**src/rtl/dds_sweep_ctrl.sv**
```systemverilog
// Linear frequency-sweep controller feeding the DDS phase-increment input.
// Steps P from start to stop (inclusive), holding each value dwell+1 enabled cycles.
module dds_sweep_ctrl #(
    parameter int M = 24,
    parameter int D = 16
) (
    input  logic         clk,
    input  logic         rst_ac,
    input  logic         ena_ac,
    input  logic         start,
    input  logic         stop,
    input  logic         mode,
    input  logic [M-1:0] P_start,
    input  logic [M-1:0] P_stop,
    input  logic [M-1:0] P_step,
    input  logic [D-1:0] dwell,
    output logic [M-1:0] P,
    output logic         val_out,
    output logic         busy,
    output logic         done,
    output logic         wrap
);

    localparam logic [0:0] S_IDLE  = 1'b0;
    localparam logic [0:0] S_SWEEP = 1'b1;

    logic [0:0]   r_state;
    logic [D-1:0] r_cnt;
    logic [M-1:0] r_start;
    logic [M-1:0] r_stop;
    logic [M-1:0] r_step;
    logic [D-1:0] r_dwell;
    logic         r_mode;

    // The extra carry bit makes any modulo-2^M wrap count as overshoot.
    logic [M:0]   w_next;
    logic         w_over;

    assign w_next = {1'b0, P} + {1'b0, r_step};
    assign w_over = (w_next > {1'b0, r_stop});

    // NOTE: every register here uses non-blocking assignment so all updates
    // are taken from the same pre-edge values, matching real flip-flops.
    always_ff @(posedge clk or negedge rst_ac) begin
        if (!rst_ac) begin
            r_state <= S_IDLE;
            r_cnt   <= '0;
            r_start <= '0;
            r_stop  <= '0;
            r_step  <= '0;
            r_dwell <= '0;
            r_mode  <= 1'b0;
            P       <= '0;
            val_out <= 1'b0;
            busy    <= 1'b0;
            done    <= 1'b0;
            wrap    <= 1'b0;
        end else begin
            // Pulses last one cycle and are cleared on disabled edges as well.
            done <= 1'b0;
            wrap <= 1'b0;
            if (ena_ac) begin
                case (r_state)
                    S_IDLE: begin
                        if (start && !stop) begin
                            r_start <= P_start;
                            r_stop  <= P_stop;
                            r_step  <= P_step;
                            r_dwell <= dwell;
                            r_mode  <= mode;
                            P       <= P_start;
                            r_cnt   <= '0;
                            val_out <= 1'b1;
                            busy    <= 1'b1;
                            r_state <= S_SWEEP;
                        end
                    end
                    S_SWEEP: begin
                        if (stop) begin
                            val_out <= 1'b0;
                            busy    <= 1'b0;
                            r_state <= S_IDLE;
                        end else if (r_cnt < r_dwell) begin
                            r_cnt <= r_cnt + 1'b1;
                        end else begin
                            r_cnt <= '0;
                            if (!w_over) begin
                                P <= w_next[M-1:0];
                            end else if (r_mode) begin
                                P    <= r_start;
                                wrap <= 1'b1;
                            end else begin
                                val_out <= 1'b0;
                                busy    <= 1'b0;
                                done    <= 1'b1;
                                r_state <= S_IDLE;
                            end
                        end
                    end
                    default: begin
                        r_state <= S_IDLE;
                        val_out <= 1'b0;
                        busy    <= 1'b0;
                    end
                endcase
            end
        end
    end

endmodule

```
**config.mk**
```make
export PLATFORM = sky130hd
export DESIGN_NAME = dds_sweep_ctrl
export DESIGN_NICKNAME = d
export VERILOG_FILES = /design/src/rtl/dds_sweep_ctrl.sv
export SDC_FILE = /design/constraint.sdc
export NUM_CORES = 1
export LEC_CHECK = 0
export ABC_AREA = 1
export CAP_MARGIN = 0
export CORE_ASPECT_RATIO = 0.9
export CORE_MARGIN = 5
export CORE_UTILIZATION = 56
export CTS_CLUSTER_SIZE = 24
export DETAILED_ROUTE_END_ITERATION = 10
export HOLD_SLACK_MARGIN = 0.1
export PLACE_DENSITY = 0.82
export SKIP_LAST_GASP = 1
export SLEW_MARGIN = 15
export SYNTH_ARGS = -nofsm -noshare
export SYNTH_HDL_FRONTEND = slang
export SYNTH_SLANG_ARGS = --single-unit
```
**constraint.sdc**
```tcl
create_clock -name clk -period 4.9 [get_ports clk]
set_clock_uncertainty 0.1 [all_clocks]
set_input_delay 0.98 -clock clk [delete_from_list [all_inputs] [get_ports clk]]
set_output_delay 0.98 -clock clk [all_outputs]
set_load 0.02 [all_outputs]
```
==> results_dict.tcl <==
set metrics [dict create \
    synth_cell_types 39 \
    place_inst 1442 \
    cts_root_buf "clkbuf_16" \
    synthFlopType "dfrtp_1" \
    drtPass1Iterations 5 \
    final_max_slew_viol_count 0 \
    clkTransAtPathRegs_ps 50 \
    antenna_found_initial 0 \
    io_pins 122 \
    syn-num-nets 1310 \
    gp_congestion 1.008 \
    path_max_fanout 24 \
    path_common_cell "nand2_1" \
    drive_above_1_share_pct 6.142 \
    antennaDiodeCount 0 \
    htreeDepth 4 \
    dpl.hpwl_um 17470 \
    crit_family "simple AND/OR/NAND/NOR gates" \
    worst-endpoint-required_ps 5110 \
    setup_viol 0 \
    synth_area_um2 8638 \
    routedWlPerCell_um 15.94 \
    pre_cts_slack_ps 788.6 \
    synth-seq-cells 133 \
    crit_start "P[0]$_DFFE_PN0P_" \
    yosysTopAreaCellShare_pct 38.53 \
    p_leak_nw 5.396 \
    cp-end-kind "flop" \
    regArea_um2 3328 \
    grt_max_degree 162 \
    yosys.area.top_type "dfrtp_1" \
    crit_type "reg -> reg" \
    clockBufferDepth 2 \
    cts_buffers 17 \
    grt_first_pass_wirelength_um 38500 \
    ys.warnings.count 0 \
    portBuffers 121 \
    rsz0062_at_grt "no" \
    clock-sinks 133 \
    pwr_density_cell_nw_per_um2 828.7 \
    hold_class "reg -> reg" \
    synth.top_cells.by_area "dfrtp_1 (39%), nand2_1 (11%), ha_1 (9.3%)" \
    critPathBufInv 3 \
    ys_seq_area_share_pct 38.53 \
    critPathLaunchType "flop" \
    synth_edf_count 0 \
    drtIter0Drc 621 \
    hold_viol 0 \
    ys_async_sr_fraction_pct 100.0 \
    postCtsHoldBufs 0 \
    clkLatencyLatePin_ps 420 \
    ant_nets 0 \
    start_util_pct 56.53 \
    fill_cells 1235 \
    placed_area_um2 9985 \
    syn_inst 1151 \
    min-delay-start "r_step[6]$_DFFE_PN0P_" \
    grt_pass1_vias 7809 \
    slowest_delay_ps 430 \
    power_mw 8.695 \
    grt_overflow 0 \
    critPathSlowestCell "fa_1" \
    core_um2 15280 \
    fmax_mhz 236.4 \
    area_growth_pct 21.47 \
    final_area_um2 10490 \
    min_period_ps 4230 \
    ctsResizeCount 0 \
    post_cts_buffers 0 \
    via_per_inst 5.533 \
    slew_headroom_pct 29.88 \
    fin_hold_ws_ps 411.9 \
    finalCritPeriodShare_pct 86.33 \
    die_w_um 140.9 \
    worst_ep_arrival_time_ps 4440 \
    nets 1418 \
    fin_util_pct 68.67 \
    wl_um 23470 \
    grtUsageTotal_pct 26.65 \
    multi_input_area_um2 4492 \
    drc_errors 0 \
    max_cap_viol_count 0 \
    via_count 8144 \
    layout.cells.non_filler 1472 \
    worst-slew-pin-transition_ps 1052 \
    fp.dieH_um 127.8 \
    fin_ws_ps 669.7 \
    peakVddDrop_v 0.0004549 \
    timing.rr.start "P[0]$_DFFE_PN0P_" \
    row_count 43 \
    syn_avg_cell_area_um2 7.505 \
    tns_ps 0 \
    die_area_um2 18010 \
    status "complete, no violations" \
    cts_tree "yes" \
]
-- cell families after synthesis --
kind of cell / after synthesis / synth area share (%)
compound gates: 164 / 10.14
simple gates: 531 / 26.54
fa+ha+maj: 65 / 9.502
mux: 26 / 3.389
buf+inv: 210 / 9.676
flops: 133 / 38.53
xor+xnor: 22 / 2.231
-- metal layers --
layer | track usage (%) | vias to the layer above | wire, um
met5 | 0 | - | 0
met4 | 10.31 | 0 | 771
met3 | 6.304 | 58 | 1888
met2 | 40.63 | 357 | 10260
met1 | 37.06 | 3780 | 10550
li1 | - | 3949 | -
-- synthesized netlist by cell type (2+ instances only) --
library cell,number
nand3b_1,2
nand3_2,2
nor2_2,2
o21bai_1,5
buf_1,8
nor3b_1,2
nand4_1,17
o21ai_0,33
o211ai_1,4
and2_1,2
buf_2,14
buf_4,4
inv_2,6
nor2_1,115
mux2_2,26
dfrtp_1,133
nor3_1,7
nand3_1,126
xor2_1,20
clkbuf_1,11
nand2_2,4
a21oi_1,111
buf_6,2
o32ai_1,4
nand2_1,247
a21oi_2,2
ha_1,64
xnor2_1,2
nand2_4,2
inv_1,165
-- worst paths after layout --
check | to | slack [ps] | depth (start not counted)
worst min-delay path | r_step[6]$_DFFE_PN0P_ | 410 | 1
worst max register to register | P[10]$_DFFE_PN0P_ | 670 | 30
max in group asynchronous | r_stop[0]$_DFFE_PN0P_ | 3290 | 2
worst min register to register | r_step[6]$_DFFE_PN0P_ | 410 | 1
min in group asynchronous | r_dwell[4]$_DFFE_PN0P_ | 550 | 1
worst max-delay path | P[10]$_DFFE_PN0P_ | 670 | 30
-- report_power, final --
part           total [mW]  internal [mW]  switching [mW]
logic                5.60           2.00            3.60
registers            1.98           1.60           0.374
clock network        1.12          0.665           0.452
total                8.70           4.27            4.43
-- cells in the final DEF (no fill, tap or decap), types with 3 or more instances in the layout --
cell	instances
ha_1	64
nor2_1	115
xor2_1	20
nand2_2	3
nand4_1	17
nand3_1	126
clkbuf_1	7
mux2_2	26
dfrtp_1	133
o211ai_1	4
o21ai_0	33
inv_2	6
nor3_1	7
o21bai_1	5
buf_4	7
nand2_1	247
clkdlybuf4s50_1	120
a21oi_2	3
clkbuf_16	17
inv_1	165
a21oi_1	110
o32ai_1	4
-- cell type report --
class                   count  area share (%)
repair buffers            128           12.14
inverters                 171           6.117
flip-flops and latches    133           31.72
clock inverters             4          0.2385
clock buffers              26           4.567
well taps                 202           2.409
multi-input cells         808           42.81
-- worst register-to-register path, delay by kind of cell, from the launching register on --
| family | cells | cell delay, ps |
|---|---|---|
| buffers and inverters | 3 | 460 |
| AOI/OAI and AO/OA | 1 | 140 |
| and+or+nand+nor | 23 | 2050 |
| DFF | 1 | 410 |
| adders and majority gates | 3 | 990 |
-- flip-flops by register name, indices dropped and copies added (netlist names) --
signal and count:
r_dwell 16, r_start 24, r_step 24, r_mode 1, r_state 1, r_stop 24, r_cnt 16, P 24
done 1, busy 1, wrap 1
No activity file was read; power rests on OpenSTA's default activity.
